### config.mk
export PLATFORM = sky130hd
export DESIGN_NAME = spi_shift_ctrl
export DESIGN_NICKNAME = d
export VERILOG_FILES = /design/src/rtl/spi_pkg.sv /design/src/rtl/spi_edge_det.sv /design/src/rtl/spi_shift_ctrl.sv
export SDC_FILE = /design/constraint.sdc
export NUM_CORES = 1
export LEC_CHECK = 0
export BUFFER_PORTS_ARGS = -buffer_cell sky130_fd_sc_hd__buf_2
export CORE_MARGIN = 4
export CORE_UTILIZATION = 50
export DETAILED_ROUTE_END_ITERATION = 10
export MAX_ROUTING_LAYER = met4
export PLACE_DENSITY_LB_ADDON = 0.1
export SYNTH_ARGS = -nofsm -noshare
export SYNTH_HDL_FRONTEND = slang
export SYNTH_SLANG_ARGS = --single-unit
### constraint.sdc
create_clock -name clk -period 4.9 [get_ports clk]
set_input_delay 0.245 -clock clk [delete_from_list [all_inputs] [get_ports clk]]
set_output_delay 0.245 -clock clk [all_outputs]
set_load 0.03 [all_outputs]
### src/rtl/spi_pkg.sv
// spi_pkg: shared SPI controller state encoding and SPI mode constants
package spi_pkg;
  typedef enum logic [1:0] {IDLE, SETUP, SHIFT, HOLD} state_t;
  localparam logic [1:0] SPI_MODE0 = 2'd0;
  localparam logic [1:0] SPI_MODE1 = 2'd1;
  localparam logic [1:0] SPI_MODE2 = 2'd2;
  localparam logic [1:0] SPI_MODE3 = 2'd3;
  function automatic logic mode_cpol(input logic [1:0] m);
    return m[1];
  endfunction
  function automatic logic mode_cpha(input logic [1:0] m);
    return m[0];
  endfunction
endpackage

### src/rtl/spi_edge_det.sv
// spi_edge_det: registered-history edge detector, edges qualified by en
module spi_edge_det (
  input  logic clk,
  input  logic rst,
  input  logic sig,
  input  logic en,
  output logic rise,
  output logic fall
);
  logic q;
  always_ff @(posedge clk) q <= rst ? 1'b0 : sig;
  assign rise = en & sig & ~q;
  assign fall = en & ~sig & q;
endmodule

### src/rtl/spi_shift_ctrl.sv
// spi_shift_ctrl: SPI master frame controller paced by an external baud generator
module spi_shift_ctrl
  import spi_pkg::*;
#(
  parameter int DATA_W = 8,
  parameter bit CPOL   = 1'b0,
  parameter bit CPHA   = 1'b0
) (
  input  logic              clk,
  input  logic              rst,
  input  logic [DATA_W-1:0] tx_data,
  input  logic              tx_valid,
  output logic              tx_ready,
  output logic              baud_start,
  input  logic              baud_clk,
  output logic              sclk,
  output logic              mosi,
  input  logic              miso,
  output logic              cs_n,
  output logic [DATA_W-1:0] rx_data,
  output logic              rx_valid,
  output logic              busy
);
  localparam int CW = $clog2(DATA_W + 1);
  state_t            state;
  logic [DATA_W-1:0] tx_sr, rx_sr, rx_nxt;
  logic [CW-1:0]     cnt, cnt_nxt;
  logic              lead, trail, samp, shft, done, shift_en;
  assign shift_en = state == SHIFT;
  spi_edge_det u_edge (
    .clk (clk),
    .rst (rst),
    .sig (baud_clk),
    .en  (shift_en),
    .rise(lead),
    .fall(trail)
  );
  // with CPHA=1 the first lead edge re-presents the MSB instead of shifting
  assign samp    = CPHA ? trail : lead;
  assign shft    = CPHA ? lead & (cnt != '0) : trail;
  assign cnt_nxt = cnt + CW'(samp);
  assign rx_nxt  = samp ? {rx_sr[DATA_W-2:0], miso} : rx_sr;
  assign done    = trail && cnt_nxt == CW'(DATA_W);
  assign tx_ready   = state == IDLE;
  assign busy       = state != IDLE;
  assign baud_start = state == SETUP || state == SHIFT;
  assign mosi       = baud_start & tx_sr[DATA_W-1];
  always_ff @(posedge clk) begin
    if (rst) begin
      state    <= IDLE;
      cs_n     <= 1'b1;
      sclk     <= CPOL;
      rx_data  <= '0;
      rx_valid <= 1'b0;
      tx_sr    <= '0;
      rx_sr    <= '0;
      cnt      <= '0;
    end else begin
      rx_valid <= 1'b0;
      case (state)
        IDLE: if (tx_valid) begin
          tx_sr <= tx_data;
          rx_sr <= '0;
          cnt   <= '0;
          cs_n  <= 1'b0;
          state <= SETUP;
        end
        SETUP: state <= SHIFT;
        SHIFT: begin
          if (lead | trail) sclk <= ~sclk;
          if (shft) tx_sr <= {tx_sr[DATA_W-2:0], 1'b0};
          cnt   <= cnt_nxt;
          rx_sr <= rx_nxt;
          if (done) begin
            state    <= HOLD;
            cs_n     <= 1'b1;
            sclk     <= CPOL;
            rx_data  <= rx_nxt;
            rx_valid <= 1'b1;
          end
        end
        HOLD: state <= IDLE;
      endcase
    end
  end
endmodule
==> results.json, run 1 <==
{
  "status": "finished, final reports clean",
  "cts_buffers": 5,
  "yosysTopAreaCell": "dfxtp_1",
  "hold-path-cell-count": 3,
  "synth_top_area_frac": 0.419,
  "crit_type": "reg2reg",
  "syn_area_per_cell_sq_um": 9.50,
  "drv_cap": 0,
  "synth_edf_count": 0,
  "tns_ns": 0,
  "syn_area_sq_mm": 0.00163,
  "r2r_slack_ns": 1.70,
  "post-route-util": 0.601,
  "core_sq_mm": 0.00308,
  "hold_end": "rx_sr[0]",
  "clock_latency_ns": 0.33,
  "synthSimpleGateAreaFrac": 0.172,
  "synth.top_cells.by_count": "34 x dfxtp_1, 22 x nor2_1, 15 x mux2i_1, 13 x a211oi_1, 11 x a21oi_1",
  "r2r_end": "rx_data[2]",
  "vias": 1304,
  "routabilityCongestion": 0.756,
  "layout-drive-gt1-share": 0.227,
  "drc": 0,
  "cts_tree": "built",
  "critPathBufInv": 3,
  "start_util": 0.528,
  "synth_xor_area_frac": 0.0262,
  "p_leak_uw": 0.000781,
  "hold_buffers": 0,
  "finalCritPeriodShare": 0.653,
  "cp_cell_sequence": "inv_1 -> ha_1 -> buf_4 -> nand3b_1 -> inv_1 -> ha_1 -> ha_1 -> nor4b_1 -> and3_1 -> a21oi_1 -> a211oi_1",
  "crit_path_end_kind": "flip-flop",
  "nFillCells": 296,
  "start_kind": "flip-flop",
  "slowest_delay_ns": 0.45,
  "seq_area_frac_synth": 0.419,
  "firstDrtPassIters": 5,
  "arrival_ns": 3.44,
  "maxSlewViolCount": 0,
  "cts_post_setup_buffers_inserted": 0,
  "worstHoldStart": "miso",
  "grt_pass1_vias": 1216,
  "synth_area_leaders": "dfxtp_1 42%, mux2i_1 9.2%, a211oi_1 6.0%",
  "die_w_microns": 65.0,
  "clock_path_buffers": 2,
  "multi_input_area_sq_um": 878,
  "rows": 20,
  "fin_nets": 214,
  "path_max_fanout": 24,
  "hold_violations": 0,
  "path_clk_slew_ns": 0.10,
  "cts_max_level": 2,
  "clock_skew_ns": 0.00647,
  "antenna_found_initial": 0,
  "avgRoutedWirePerCell_microns": 13.0,
  "diodes": 0,
  "synth_most_common_cell": "dfxtp_1",
  "yosysWarnings": 0,
  "via_per_inst": 5.39,
  "grt_max_degree": 38,
  "io_pins": 28,
  "grt_first_pass_wirelength_microns": 5410,
  "io_buffers": 27,
  "critPathMostFrequentCell": "ha_1",
  "fin_cells": 242,
  "grt_setup_unrepaired": "no",
  "p_per_area_mw_per_mm2": 493,
  "dp_hpwl_microns": 2290,
  "dp.cells": 234,
  "reg2reg_from": "state[0]",
  "max-slew-margin-rel": 0.566,
  "worstMarginPinSlew_ns": 0.651,
  "finalCriticalPeriod_ns": 3.20,
  "synth-compound-area-share": 0.211,
  "cts_root_buf": "clkbuf_4",
  "peakVddDrop_mv": 0.347,
  "path_delay_family": "simple AND/OR/NAND/NOR gates",
  "ys_ff_latch": 34,
  "wl_microns": 3150,
  "die_area_sq_mm": 0.00423,
  "synthMuxAreaShare": 0.101,
  "gr-total-overflow": 0,
  "synth_ff_type": "dfxtp_1",
  "power.total_uw": 912,
  "finalSetupViolCount": 0,
  "synthArstFlopShare": 0,
  "hp-class": "in2reg",
  "synth_fa_ha_area_frac": 0.0308,
  "syn_to_final_growth_pct": 13.9,
  "synth.net_count": 188,
  "drt_iter0_drc": 72,
  "cp_slowest_cell": "nor4b_1",
  "synth_top_family_by_area": "compound AO/OA/AOI/OAI gates",
  "fmax_mhz": 313,
  "seqCellArea_sq_um": 681,
  "clkSinkCount": 34,
  "post_cts_resized": 0,
  "ant_nets": 0,
  "required_ns": 5.15,
  "rr_worst_depth": 11,
  "track_usage": 0.171,
  "synthCells": 171,
  "synth_cell_types": 42,
  "die_height_microns": 65.0
}
-- flip-flops by register name, summed over array words and instances (netlist names) --
signal,cells
cs_n,1
cnt,4
rx_sr,8
sclk,1
rx_data,8
u_edge.q,1
state,2
rx_valid,1
tx_sr,8
-- how the worst max path moves through the flow --
| stage | startpoint | endpoint | slack [ns] | cells past startpoint |
|---|---|---|---|---|
| floorplan | state[0] | sclk | 2.32 | 11 |
| global placement | state[0] | rx_data[1] | 1.92 | 11 |
| detailed placement | state[0] | rx_data[2] | 1.75 | 11 |
| CTS | state[0] | rx_data[2] | 1.71 | 11 |
| global route | state[0] | rx_data[7] | 1.38 | 11 |
| finish | state[0] | rx_data[2] | 1.70 | 11 |
-- power breakdown --
group | switching, uW | total [uW] | internal (uW)
clock network | 91.3 | 189 | 98.0
logic | 247 | 385 | 138
registers | 21.0 | 338 | 317
total | 360 | 912 | 552
-- cells by family after synthesis --
family | Yosys count
buf+inv | 13
simple gates | 53
flops | 34
compound gates | 47
xor+xnor | 4
fa+ha+maj | 4
mux | 16
-- area by class of cell --
class                      instances  share of cell area
clock buffer                       8              0.0426
inverter                           4             0.00811
multi-input combinational        124               0.475
sequential                        34               0.368
tap                               44              0.0297
timing repair buffer              28              0.0771
-- cell usage in the layout, fill, tap and decap left out, types with 2 or more instances in the layout --
| cell | n |
|---|---|
| ha_1 | 4 |
| inv_1 | 4 |
| nor3_1 | 2 |
| a211oi_1 | 13 |
| nand3b_1 | 3 |
| mux2i_1 | 15 |
| dfxtp_1 | 34 |
| clkbuf_8 | 3 |
| o21ai_0 | 4 |
| a22oi_1 | 8 |
| nand3_1 | 3 |
| a21oi_1 | 11 |
| nor2b_1 | 4 |
| nor2_1 | 22 |
| clkbuf_4 | 5 |
| a211oi_2 | 2 |
| xor2_1 | 2 |
| buf_2 | 27 |
| nor2_2 | 2 |
| nand2b_1 | 4 |
| a32oi_1 | 2 |
| nand2_1 | 4 |
-- tightest hold or removal path, stage by stage --
cell     delay [ns]
buf_2          0.09
a22oi_1        0.07
nor2_1         0.07
-- per-layer routing --
metal,track usage,vias to the layer above,part of all wire
met5,-,-,0
met4,0.0855,0,0.016
met3,0.0572,5,0.053
met2,0.245,30,0.46
met1,0.215,589,0.47
li1,-,680,-
-- metrics by stage --
step | instance area, sq um | hold slack (ns) | setup slack, ns
after floorplan | 1630 | 0.373 | 2.32
after global placement | 1770 | 0.460 | 1.92
after detailed placement | 1770 | 0.462 | 1.75
after CTS | 1850 | 0.158 | 1.71
after global routing | 1850 | 0.166 | 1.38
final | 1850 | 0.173 | 1.70
Note: power is estimated with default switching activity, not from simulation.
==> inputs of run 2 (changes only) <==
ABC_AREA = 1   (was unset)
CORE_UTILIZATION = 49   (was 50)
clock period = 2.55 ns   (was 4.9 ns; I/O delays follow)
==> results.json, run 2 <==
{
  "status": "finished, final reports clean",
  "tns_ns": 0,
  "layout-drive-gt1-share": 0.200,
  "post_cts_resized": 0,
  "path_clk_slew_ns": 0.10,
  "die_height_microns": 64.2,
  "cp_slowest_cell": "dfxtp_1",
  "clock_skew_ns": 0.00924,
  "wl_microns": 3330,
  "seq_area_frac_synth": 0.439,
  "r2r_slack_ns": 0.30,
  "synthArstFlopShare": 0,
  "cts_buffers": 5,
  "cts_root_buf": "clkbuf_4",
  "synth.top_cells.by_count": "88 x nand2_1, 34 x dfxtp_1, 25 x nor2_1, 22 x a21oi_1, 11 x inv_1",
  "finalSetupViolCount": 0,
  "routabilityCongestion": 0.798,
  "synth_ff_type": "dfxtp_1",
  "drc": 0,
  "hold_buffers": 0,
  "largestRegisters": "rx_data x8, rx_sr x8, tx_sr x8",
  "via_per_inst": 4.66,
  "cp_cell_sequence": "inv_1 -> ha_1 -> nand3_2 -> inv_2 -> ha_1 -> ha_1 -> nand2_1 -> inv_1 -> nor2_1 -> nor2_2 -> nand2_2 -> clkinv_2 -> nand2_1 -> nand3_1",
  "hold_slack_ns": 0.0257,
  "hold_end": "u_edge.q",
  "synth_area_leaders": "dfxtp_1 44%, nand2_1 21%, a21oi_1 7.1%",
  "clock_path_buffers": 2,
  "grt_max_degree": 24,
  "nFillCells": 305,
  "power.total_uw": 1420,
  "required_ns": 2.78,
  "antenna_found_initial": 0,
  "synth_cell_types": 23,
  "die_w_microns": 64.2,
  "cts_post_setup_buffers_inserted": 0,
  "slowest_delay_ns": 0.34,
  "mostFrequentLayoutCell": "nand2_1",
  "grt_setup_unrepaired": "no",
  "die_area_sq_mm": 0.00412,
  "syn_area_sq_mm": 0.00155,
  "worstMarginPinSlew_ns": 0.429,
  "cts_max_level": 2,
  "clock_latency_ns": 0.35,
  "start_util": 0.512,
  "syn_area_per_cell_sq_um": 6.88,
  "cts_tree": "built",
  "synth_edf_count": 0,
  "max-slew-margin-rel": 0.714,
  "diodes": 0,
  "hp-class": "in2reg",
  "vias": 1393,
  "ys_ff_latch": 34,
  "finalCritPeriodShare": 0.883,
  "io_buffers": 27,
  "yosysTopAreaCell": "dfxtp_1",
  "r2r_end": "cs_n",
  "arrival_ns": 2.48,
  "maxSlewViolCount": 0,
  "rr_worst_depth": 14,
  "dpl-instance-area_sq_mm": 0.00171,
  "yosysWarnings": 0,
  "drv_cap": 0,
  "grt_first_pass_wirelength_microns": 5770,
  "crit_path_end_kind": "flip-flop",
  "syn_to_final_growth_pct": 14.5,
  "drt_iter0_drc": 99,
  "hold-path-cell-count": 3,
  "grt_pass1_vias": 1270,
  "synth_most_common_cell": "nand2_1",
  "rows": 20,
  "start_kind": "flip-flop",
  "peakVddDrop_mv": 0.748,
  "core_sq_mm": 0.00303,
  "gr-total-overflow": 0,
  "fin_nets": 271,
  "fmax_mhz": 444,
  "finalCriticalPeriod_ns": 2.25,
  "track_usage": 0.185,
  "final_cell_mix": "88 x nand2_1, 34 x dfxtp_1, 27 x buf_2",
  "synth_top_area_frac": 0.439,
  "avgRoutedWirePerCell_microns": 11.1,
  "fin_area_sq_mm": 0.00177,
  "synthCells": 225,
  "path_max_fanout": 12,
  "io_pins": 28,
  "dp_hpwl_microns": 2370,
  "worstHoldStart": "baud_clk",
  "firstDrtPassIters": 4,
  "critPathMostFrequentCell": "ha_1",
  "clkSinkCount": 34,
  "p_leak_uw": 0.000807,
  "reg2reg_from": "state[0]",
  "p_per_area_mw_per_mm2": 798,
  "hold_violations": 0,
  "synth.net_count": 242,
  "ant_nets": 0,
  "post-route-util": 0.586,
  "crit_type": "reg2reg"
}
-- run 2: how the worst max path moves through the flow --
stage / cells after the start / slack, ns / start / to
detailed placement: 14 / 0.29 / state[0] / cs_n
global route: 14 / 0.1 / state[0] / cs_n
global placement: 14 / 0.34 / state[0] / cs_n
floorplan: 13 / 0.52 / state[0] / rx_data[0]
CTS: 14 / 0.28 / state[0] / cs_n
finish: 14 / 0.30 / state[0] / cs_n
-- run 2: critical path, delay by kind of cell, from the launching register on --
| kind | cells | cell delay [ns] |
|---|---|---|
| adders and majority gates | 3 | 0.63 |
| and+or+nand+nor | 7 | 0.79 |
| buffers and inverters | 4 | 0.39 |
| DFF | 1 | 0.34 |
-- run 2: layout make-up --
class | instances | area, sq um | area share
multi-input cells | 167 | 763 | 0.430
flip-flops and latches | 34 | 681 | 0.384
repair buffers | 29 | 150 | 0.0846
inverters | 17 | 65.1 | 0.0367
clock buffers | 7 | 55.1 | 0.0310
well taps | 44 | 55.1 | 0.0310
clock inverters | 1 | 5.00 | 0.00282
-- run 2: stage by stage --
step                      worst slack (ns)  instances
after global placement               0.345        291
after CTS                            0.283        299
after global routing                0.0959        299
after detailed placement             0.294        291
after floorplan                      0.520        225
final                                0.298        299
-- run 2: routing by layer --
metal  up-vias  track usage  part of all wire
met3         5       0.0580             0.041
met4         0       0.0633             0.019
met5         -            -                 0
met2        20        0.259              0.41
li1        763            -                 -
met1       605        0.250              0.53
-- run 2: logic make-up after synthesis --
group	after synthesis	synth area share
adder cells (fa/ha/maj)	4	0.0323
buffers and inverters	24	0.0679
AO/OA/AOI/OAI	36	0.123
flip-flops	34	0.439
multiplexers	1	0.00646
AND/OR/NAND/NOR	126	0.331
-- run 2: where the power goes --
part	leakage [uW]	internal [uW]	total (uW)	switching, uW
Combinational	0.000496	145	481	336
Sequential	0.000277	589	620	30.3
Clock	0.0000353	133	315	182
==> inputs of run 3 (changes only) <==
CORE_UTILIZATION = 50   (was 49)
clock period = 2.4 ns   (was 2.55 ns; I/O delays follow)
==> results.json, run 3 (synthesis gave the netlist of run 2 again) <==
{
  "status": "finished, final reports clean",
  "route.met3.wl_microns": 219,
  "crit_path_end_kind": "flip-flop",
  "rr_worst_depth": 14,
  "ant_nets": 0,
  "grt_max_degree": 24,
  "routabilityCongestion": 0.802,
  "hold_violations": 0,
  "path_clk_slew_ns": 0.11,
  "hold_end": "u_edge.q",
  "core_sq_mm": 0.00285,
  "cts_post_setup_buffers_inserted": 0,
  "clock_path_buffers": 2,
  "nFillCells": 284,
  "worstMarginPinSlew_ns": 0.434,
  "required_ns": 2.62,
  "die_w_microns": 63.7,
  "finalSetupViolCount": 0,
  "peakVddDrop_mv": 0.609,
  "clkSinkCount": 34,
  "largestRegisters": "rx_data x8, rx_sr x8, tx_sr x8",
  "track_usage": 0.190,
  "vias": 1450,
  "cts_buffers": 5,
  "post_cts_resized": 0,
  "io_buffers": 27,
  "die_area_sq_mm": 0.00405,
  "start_util": 0.543,
  "p_per_area_mw_per_mm2": 944,
  "cts_max_level": 2,
  "grt_pass1_vias": 1376,
  "clock_latency_ns": 0.34,
  "cts_tree": "built",
  "worstHoldStart": "baud_clk",
  "fin_cells": 287,
  "wl_met1_microns": 1490,
  "antenna_found_initial": 0,
  "finalCritPeriodShare": 0.872,
  "clock_skew_ns": 0.00956,
  "p_leak_uw": 0.000852,
  "wl_microns": 3350,
  "hold_buffers": 0,
  "drc": 0,
  "hold_slack_ns": 0.0282,
  "finalCriticalPeriod_ns": 2.09,
  "grt_first_pass_wirelength_microns": 5910,
  "grt_setup_unrepaired": "no",
  "tns_ns": 0,
  "dp_slack_ns": 0.209,
  "crit_type": "reg2reg",
  "r2r_end": "rx_data[6]",
  "dp.cells": 279,
  "diodes": 0,
  "cts_root_buf": "clkbuf_4",
  "hp-class": "in2reg",
  "arrival_ns": 2.31,
  "die_height_microns": 63.7,
  "via_per_inst": 5.05,
  "syn_to_final_growth_pct": 17.6,
  "avgRoutedWirePerCell_microns": 11.7,
  "met2_wirelength_microns": 1560,
  "fin_nets": 272,
  "top_layer_used": "met4",
  "mostFrequentLayoutCell": "nand2_1",
  "reg2reg_from": "state[0]",
  "fmax_mhz": 478,
  "io_pins": 28,
  "max-slew-margin-rel": 0.711,
  "drt_iter0_drc": 136,
  "layout-drive-gt1-share": 0.207,
  "firstDrtPassIters": 4,
  "final_cell_mix": "88 x nand2_1, 34 x dfxtp_1, 27 x buf_2",
  "start_kind": "flip-flop",
  "gr-total-overflow": 0,
  "maxSlewViolCount": 0,
  "drv_cap": 0,
  "fin_ws_ns": 0.308,
  "r2r_slack_ns": 0.31,
  "path_max_fanout": 12,
  "dp_hpwl_microns": 2280,
  "hold-path-cell-count": 3,
  "rows": 19
}
run 3: cell types whose count changed in the layout (fill, tap and decap cells not counted):
| cell | previous run | this run |
|---|---|---|
| bufinv_16 | 0 | 2 |
| clkinv_2 | 2 | 1 |
| nand2_2 | 2 | 1 |
| buf_4 | 2 | 3 |
| nand2_4 | 0 | 1 |
| clkbuf_1 | 1 | 0 |
run 3: area by class of cell:
cell class,count,area (sq um),area share
Clock buffer,6,51.3,0.0282
Clock inverter,2,60.1,0.0330
Inverter,17,65.1,0.0357
Multi-Input combinational cell,167,768,0.422
Sequential cell,34,681,0.374
Tap cell,31,38.8,0.0213
Timing Repair Buffer,30,158,0.0865
run 3: stage by stage:
step | area (sq um) | util | power (uW)
2_1_floorplan | 1550 | - | 1070
3_5_place_dp | 1710 | 0.598 | 1190
3_3_place_gp | 1710 | 0.598 | 1180
4_1_cts | 1820 | 0.637 | 1740
6_report | 1820 | 0.639 | 1720
5_1_grt | 1820 | 0.639 | 1830
run 3: how the worst max path moves through the flow:
stage	cells after the start	slack, ns	end	start
5_1_grt	14	0.05	state[0]	state[0]
6_report	14	0.31	rx_data[6]	state[0]
2_1_floorplan	13	0.37	rx_data[0]	state[0]
3_5_place_dp	14	0.21	rx_data[6]	state[0]
3_3_place_gp	14	0.27	cs_n	state[0]
4_1_cts	14	0.20	rx_data[6]	state[0]
run 3: power by group:
part           internal [uW]  switching, uW
Sequential               626           32.3
Clock                    353            200
Combinational            156            352
Total                   1130            584
run 3: worst max-delay path: stages (launching register included):
cell	delay [ns]
dfxtp_1	0.35
inv_1	0.06
ha_1	0.21
nand3_2	0.09
inv_2	0.04
ha_1	0.20
ha_1	0.20
nand2_1	0.06
inv_1	0.04
nor2_1	0.15
nor2_2	0.08
nand2_4	0.16
clkinv_2	0.16
nand2_1	0.10
a21oi_1	0.06
run 3: layer usage:
layer / vias up / GRT usage
met5: - / -
met4: 0 / 0.0782
met3: 9 / 0.0728
met2: 37 / 0.299
met1: 638 / 0.216
li1: 766 / -
